$ cat src/rtl/cursor_position.sv
// rtl/cursor_position.sv - per-frame cursor position from relative mouse packets
module cursor_position #(
  parameter int H      = 480,
  parameter int W      = 640,
  parameter int X_INIT = 320,
  parameter int Y_INIT = 240
) (
  input  logic        clk,
  input  logic        reset,
  input  logic        pkt_valid,
  output logic        pkt_ready,
  input  logic [8:0]  dx,
  input  logic [8:0]  dy,
  input  logic        x_ovf,
  input  logic        y_ovf,
  input  logic        btn_left,
  input  logic        frame_start,
  output logic [10:0] cursorX,
  output logic [10:0] cursorY,
  output logic        click,
  output logic        btn_held
);

  typedef enum logic [1:0] {IDLE, ACCUM, APPLY, CLAMP} state_t;

  localparam logic signed [12:0] X_MAX = 13'(W - 1);
  localparam logic signed [12:0] Y_MAX = 13'(H - 1);

  state_t             state, state_nxt;
  logic signed [11:0] acc_x, acc_y;
  logic signed [11:0] snap_x, snap_y;
  logic               snap_click;
  logic               click_pend;
  logic signed [12:0] sx, sy;
  logic               xfer, commit, press, pending;

  // 12-bit signed accumulate with saturation instead of wrap
  function automatic logic signed [11:0] sat_add(input logic signed [11:0] a,
                                                 input logic [8:0] d);
    logic signed [12:0] s;
    s = {a[11], a} + {{4{d[8]}}, d};
    if (s > 13'sd2047)
      return 12'sd2047;
    else if (s < -13'sd2048)
      return -12'sd2048;
    else
      return s[11:0];
  endfunction

  // Clamp a 13-bit signed screen coordinate into 0..max
  function automatic logic [10:0] clamp(input logic signed [12:0] v,
                                        input logic signed [12:0] max);
    if (v < 13'sd0)
      return 11'd0;
    else if (v > max)
      return max[10:0];
    else
      return v[10:0];
  endfunction

  // Handshake and event decode from the current state
  always_comb begin
    pkt_ready = (state == IDLE) || (state == ACCUM);
    xfer      = pkt_valid && pkt_ready;
    commit    = (state == ACCUM) && frame_start;
    press     = xfer && btn_left && !btn_held;
    pending   = (acc_x != 12'sd0) || (acc_y != 12'sd0) || click_pend;
  end

  // Next-state logic; frame_start is only honoured in ACCUM
  always_comb begin
    state_nxt = state;
    case (state)
      IDLE:    if (xfer) state_nxt = ACCUM;
      ACCUM:   if (frame_start) state_nxt = APPLY;
      APPLY:   state_nxt = CLAMP;
      CLAMP:   state_nxt = pending ? ACCUM : IDLE;
      default: state_nxt = IDLE;
    endcase
  end

  // State register
  always_ff @(posedge clk) begin
    if (reset)
      state <= IDLE;
    else
      state <= state_nxt;
  end

  // Accumulation, snapshot and the two-stage commit datapath
  always_ff @(posedge clk) begin
    if (reset) begin
      acc_x      <= '0;
      acc_y      <= '0;
      snap_x     <= '0;
      snap_y     <= '0;
      snap_click <= 1'b0;
      click_pend <= 1'b0;
      btn_held   <= 1'b0;
      sx         <= '0;
      sy         <= '0;
      click      <= 1'b0;
      cursorX    <= 11'(X_INIT);
      cursorY    <= 11'(Y_INIT);
    end else begin
      if (commit) begin
        snap_x     <= acc_x;
        snap_y     <= acc_y;
        snap_click <= click_pend;
      end

      // A packet landing on the commit cycle starts the fresh accumulators
      if (xfer && !x_ovf)
        acc_x <= sat_add(commit ? 12'sd0 : acc_x, dx);
      else if (commit)
        acc_x <= '0;

      if (xfer && !y_ovf)
        acc_y <= sat_add(commit ? 12'sd0 : acc_y, dy);
      else if (commit)
        acc_y <= '0;

      if (commit)
        click_pend <= press;
      else if (press)
        click_pend <= 1'b1;

      if (xfer)
        btn_held <= btn_left;

      // Screen Y grows downward while mouse dy is positive-up
      if (state == APPLY) begin
        sx <= {2'b00, cursorX} + {snap_x[11], snap_x};
        sy <= {2'b00, cursorY} - {snap_y[11], snap_y};
      end

      click <= (state == CLAMP) ? snap_click : 1'b0;

      if (state == CLAMP) begin
        cursorX <= clamp(sx, X_MAX);
        cursorY <= clamp(sy, Y_MAX);
      end
    end
  end

endmodule
$ cat config.mk
export PLATFORM = sky130hd
export DESIGN_NAME = cursor_position
export DESIGN_NICKNAME = d
export VERILOG_FILES = /design/src/rtl/cursor_position.sv
export SDC_FILE = /design/constraint.sdc
export NUM_CORES = 1
export LEC_CHECK = 0
export CORE_MARGIN = 4
export CORE_UTILIZATION = 49
export DETAILED_ROUTE_END_ITERATION = 10
export PLACE_DENSITY_LB_ADDON = 0.3
export SLEW_MARGIN = 0
export SYNTH_ARGS = -nofsm -noshare
export SYNTH_HDL_FRONTEND = slang
export SYNTH_SLANG_ARGS = --single-unit
export TNS_END_PERCENT = 20
$ cat constraint.sdc
create_clock -name clk -period 6.9 [get_ports clk]
set_input_delay 2.07 -clock clk [delete_from_list [all_inputs] [get_ports clk]]
set_output_delay 2.07 -clock clk [all_outputs]
set_load 0.05 [all_outputs]
Yosys cells after proc, flatten, opt, wreduce, memory -nomap -nowiden
Index checks and enable logic that the tools add are counted.
{ "classes": {"addsub": 4, "bitwise": 1, "magnitude_cmp": 8, "n_mux": 18, "eq_ne": 5, "n_reduce_logical": 18} }
{ "ops": {"columns": ["cell", "n"], "rows": [
  ["12-bit two-way mux", 8],
  ["11-bit two-way mux", 4],
  ["12-bit by 9-bit adder with 13-bit output", 2],
  ["13-bit by 12-bit > comparator with 1-bit output, second input constant", 2],
  ["13-bit by 1-bit less-than comparator with 1-bit output, second input constant", 2],
  ["13-bit by 12-bit less-than comparator with 1-bit output, second input constant", 2],
  ["12-bit nonzero test", 2],
  ["12-bit by 12-bit adder with 13-bit output", 1],
  ["13-bit by 10-bit > comparator with 1-bit output, second input constant", 1],
  ["13-bit by 11-bit > comparator with 1-bit output, second input constant", 1],
  ["12-bit by 12-bit subtractor with 13-bit output", 1],
  ["2-bit case mux with 4 select lines", 1],
  ["1-bit logical AND", 6],
  ["2-bit == test, second input constant", 2],
  ["2-bit two-way mux", 2],
  ["2-bit != test, second input constant", 2],
  ["1-bit zero test", 3],
  ["1-bit logical OR", 3],
  ["1-bit two-way mux", 3],
  ["2-bit by 1-bit == test with 1-bit output, second input constant", 1],
  ["2-bit zero test", 1],
  ["2-bit AND reduction", 1],
  ["2-bit nonzero test", 1],
  ["2-bit OR reduction", 1],
  ["1-bit inverter", 1]
]} }
{ "word_totals": {"elab_cells": 67, "inputBits": 25, "ff_bits": 102, "out_inout_bits": 25} }

Longest topological paths before layout
{ "logic_depth": {"word_depth": 8, "depth_mapped": 16, "ltp_nobuf": 14} }

Worst setup path after synthesis
No wires, ideal clock.
{ "synth_timing": {"path_kind": "input-to-reg", "start": "in frame_start", "end": "reg acc_x[3]", "path_buffers": 2, "required_time_ps": 6830, "setup_slack_ps": 2274, "t_arrival_ps": 4556, "setup_ps": 70, "path_stages": 14, "cell_sequence": "nand2_1 -> clkbuf_1 -> and2_1 -> ha_1 -> inv_1 -> fa_1 -> and2b_1 -> o2111ai_1 -> nand3_1 -> a31oi_1 -> mux2_4 -> buf_2 -> maj3_1 -> a21oi_1"} }
{ "synth_via": {"elab_chain_len": 7, "elab_cells_between_ends": 8, "classes_between": "1 x add/sub; 2 x order compare; 4 x mux; 1 x reduce/logical"} }
{ "synth_rtl": {"columns": ["item", "line", "source"], "rows": [
  ["from (decl)", "17", "input logic frame_start,"],
  ["1-bit logical AND *", "65", "commit = (state == ACCUM) && frame_start;"],
  ["12-bit two-way mux *", null, null],
  ["12-bit by 9-bit adder with 13-bit output", "41", "s = {a[11], a} + {{4{d[8]}}, d};"],
  ["13-bit by 12-bit less-than comparator with 1-bit output", "44", "else if (s < -13'sd2048)"],
  ["12-bit two-way mux", "44", null],
  ["12-bit two-way mux", "42", "if (s > 13'sd2047)"],
  ["12-bit two-way mux *", "113", "if (xfer && !x_ovf)"],
  ["to (signal assigned)", "114", "acc_x <= sat_add(commit ? 12'sd0 : acc_x, dx);"],
  ["to (decl)", "30", "logic signed [11:0] acc_x, acc_y;"]
]} }
Every way passes the cells marked *; elsewhere a longest branch is shown, timed or not.
A chain may end at the register's enable or synchronous reset.

Worst setup path after layout
{ "layout_timing": {"start": "in frame_start", "end": "reg acc_x[10]"} }
Same word-level chain as after synthesis.

==> impl_metrics.ini <==
[status]
status = finished, final reports clean

[clock_network]
cts_made_buffers = 9
cts_sinks = 102
cts-root-buf = clkbuf_16
h-tree-depth = 3
post_cts_buffers = 0
post_cts_resize_count = 0
clk_latency_ns = 0.34
holdBufCountCts = 0
cts_tree = built
clk_pin_slew_ns = 0.07
cts_max_path_buffers = 2

[timing]
slew_headroom_pct = 32.7
fin_crit_sh_pct = 80.8
hold_viol = 0
setup_tns_ns = 0
grt_setup_unrepaired = no
fin_crit_ns = 5.57
setup_viol = 0
tightest_slew_ns = 1.01
drv_slew = 0
fmax_mhz = 179
skew_ns = 0.00784

[setup_path]
cp.arrival_ns = 5.81
cpMostUsedCell = nand2_1
start_kind = input pin
critPathMaxFanout = 25
reg2reg_slack_ns = 2.83
path_class = input pin to register
critPathCaptureType = register
cp_cell_sequence = clkdlybuf4s50_1, nand2_1, nand2_1, inv_1, ha_1, a211oi_2, o21ai_1, a31o_2, a31oi_1, xor2_1, a221oi_1, a211o_1
reg2reg_from = state[1]$_SDFFE_PP0P_
crit_path_start = frame_start
critPathBufInv = 2
cpLargestDelayFamily = compound AO/OA/AOI/OAI gates
cpMaxStageDelayCell = xor2_1
crit_required_ns = 7.13
slowest_delay_ns = 0.72

[synthesis]
synth_top_family_by_area = simple AND/OR/NAND/NOR gates
syn_area_um2 = 6250
synth_fa_ha_area_share_pct = 12.7
async_flop_share_pct = 0
yosysTopAreaCell = dfxtp_1
yosys.area.top_type_share_pct = 32.7
synth_edf_count = 0
synthTopCellsByArea = dfxtp_1 (33%), ha_1 (10%), a21oi_1 (6.8%)
yosysSeqAreaShare_pct = 32.7
synth_compound_area_share_pct = 22.1
ys_ff_latch = 102
yosysWarnings = 0
yosysUniqueCellTypes = 67
netlist_instances = 792
yosys.area_share.simple_pct = 22.4
syn-num-nets = 871
synth_mux_area_share_pct = 2.00
synth_ff_type = dfxtp_1
yosys.area_share.xor_xnor_pct = 2.94
syn_avg_cell_area_um2 = 7.89

[flow_run]
max_cap_violations = 0

[route]
vias = 5621
routed_wl_mm = 15.1
routedWlPerCell_um = 15.2
drt-initial-drc-count = 389
ant_nets = 0
drc = 0
firstDrtPassIters = 5
via_per_inst = 5.67

[pwr]
powerDensity_nw_per_um2 = 300
finalPower_mw = 2.13
p_leak_nw = 2.75
ir_drop_v = 0.000207

[die]
start_util_pct = 51.0
fp.dieArea_um2 = 14600
rows = 40
chipWidth_um = 121
core_um2 = 12300
ios = 50
dieHeight_um = 121

[place]
gp_congestion = 0.927
dpl.hpwl_mm = 11.1
port-buffer-count = 49
placed_area_um2 = 6800
dp.cells = 975

[global_route]
grt_pass1_vias = 5400
grt_pass1_wl_mm = 25.4
grt_antenna_before_repair = 0
overflow = 0
grt_max_degree = 83
grt_usage_pct = 20.6

[finish]
synthToLayoutAreaGrowth_pct = 13.6
final_cells = 991
layout-drive-gt1-share_pct = 4.13
fin_nets = 897
antenna_cells = 0
fin_area_um2 = 7100

[min_path]
hold_start = snap_y[5]$_SDFFE_PP0P_
hold_path_class = register to register
[final timing paths]
kind | to | cells after the start
worst max-delay path | acc_x[10]$_SDFF_PP0_ | 12
worst min-delay path | snap_y[5]$_SDFFE_PP0P_ | 2
worst max register to register | acc_y[1]$_SDFF_PP0_ | 15
worst min register to register | snap_y[5]$_SDFFE_PP0P_ | 2
[routing by layer]
layer	vias up	global-route usage (%)	wire [um]
met4	0	4.32	105
li1	2845	-	-
met3	10	2.75	493
met2	113	34.8	7030
met1	2653	28.2	7430
met5	-	0	0
[cell usage in the layout, fill, tap and decap left out, types with 7 or more instances in the layout]
cell             netlist  layout
a21o_1                 8       8
nand2b_1               8       8
o21ai_0               42      42
dfxtp_1              102     102
o21a_1                10      10
xnor2_1               13      13
and2_1                29      29
a211oi_1              10      10
nand2_1               97      97
a31oi_1                7       7
mux2i_1               11      11
a21oi_1               85      85
nor2_1                78      78
nor3_1                31      31
inv_1                 38      38
nand3_1               10      10
maj3_1                 9       9
clkdlybuf4s50_1        0      48
nor2b_1               10      10
ha_1                  50      50
xor2_1                 8       8
clkbuf_16              0       9
[state kept, by name (all words and copies together) (netlist names)]
register    count
sx             13
sy             13
acc_x          12
acc_y          12
snap_x         12
snap_y         12
cursorX        11
cursorY        11
state           2
btn_held        1
click           1
click_pend      1
snap_click      1
[cells in the mapped netlist, types with 7 or more instances]
cell type and number:
dfxtp_1 102, nand2_1 97, a21oi_1 85, nor2_1 78
ha_1 50, o21ai_0 42, inv_1 38, nor3_1 31
and2_1 29, clkbuf_1 29, xnor2_1 13, mux2i_1 11
a211oi_1 10, nand3_1 10, nor2b_1 10, o21a_1 10
maj3_1 9, a21o_1 8, nand2b_1 8, xor2_1 8
a31oi_1 7
[kinds of logic after synthesis]
| logic type | Yosys count |
|---|---|
| flip-flops | 102 |
| adder cells (fa/ha/maj) | 63 |
| buffers and inverters | 77 |
| AND/OR/NAND/NOR | 298 |
| multiplexers | 12 |
| XOR/XNOR | 21 |
| AO/OA/AOI/OAI | 219 |
[worst register-to-register path: cells and delay by family (launching register included)]
family | cells | cell delay, ns
compound gates | 5 | 1.13
buf+inv | 3 | 0.55
simple gates | 4 | 1.09
flops | 1 | 0.38
fa+ha+maj | 3 | 0.81
[per-stage QoR]
stage               setup WS (ns)  util [%]  hold slack (ns)
global route                0.973      57.9            0.467
finish                       1.33      57.9            0.460
floorplan                    2.27         -            0.432
global placement             1.11      55.5            0.439
detailed placement          0.979      55.5            0.450
CTS                          1.34      57.9            0.460
[layout make-up]
| class | instances | area (um^2) |
|---|---|---|
| fill | 1127 | 5160 |
| multi-input combinational | 613 | 3890 |
| sequential | 102 | 2040 |
| timing repair buffer | 53 | 515 |
| clock buffer | 11 | 233 |
| tap | 168 | 210 |
| inverter | 39 | 146 |
| clock inverter | 5 | 60.1 |
[power by group]
part | total (mW) | internal [mW] | switching [mW]
sequential | 0.733 | 0.668 | 0.0659
clock | 0.504 | 0.282 | 0.222
combinational | 0.894 | 0.359 | 0.535
total | 2.13 | 1.31 | 0.823
No activity file was read; power rests on OpenSTA's default activity.
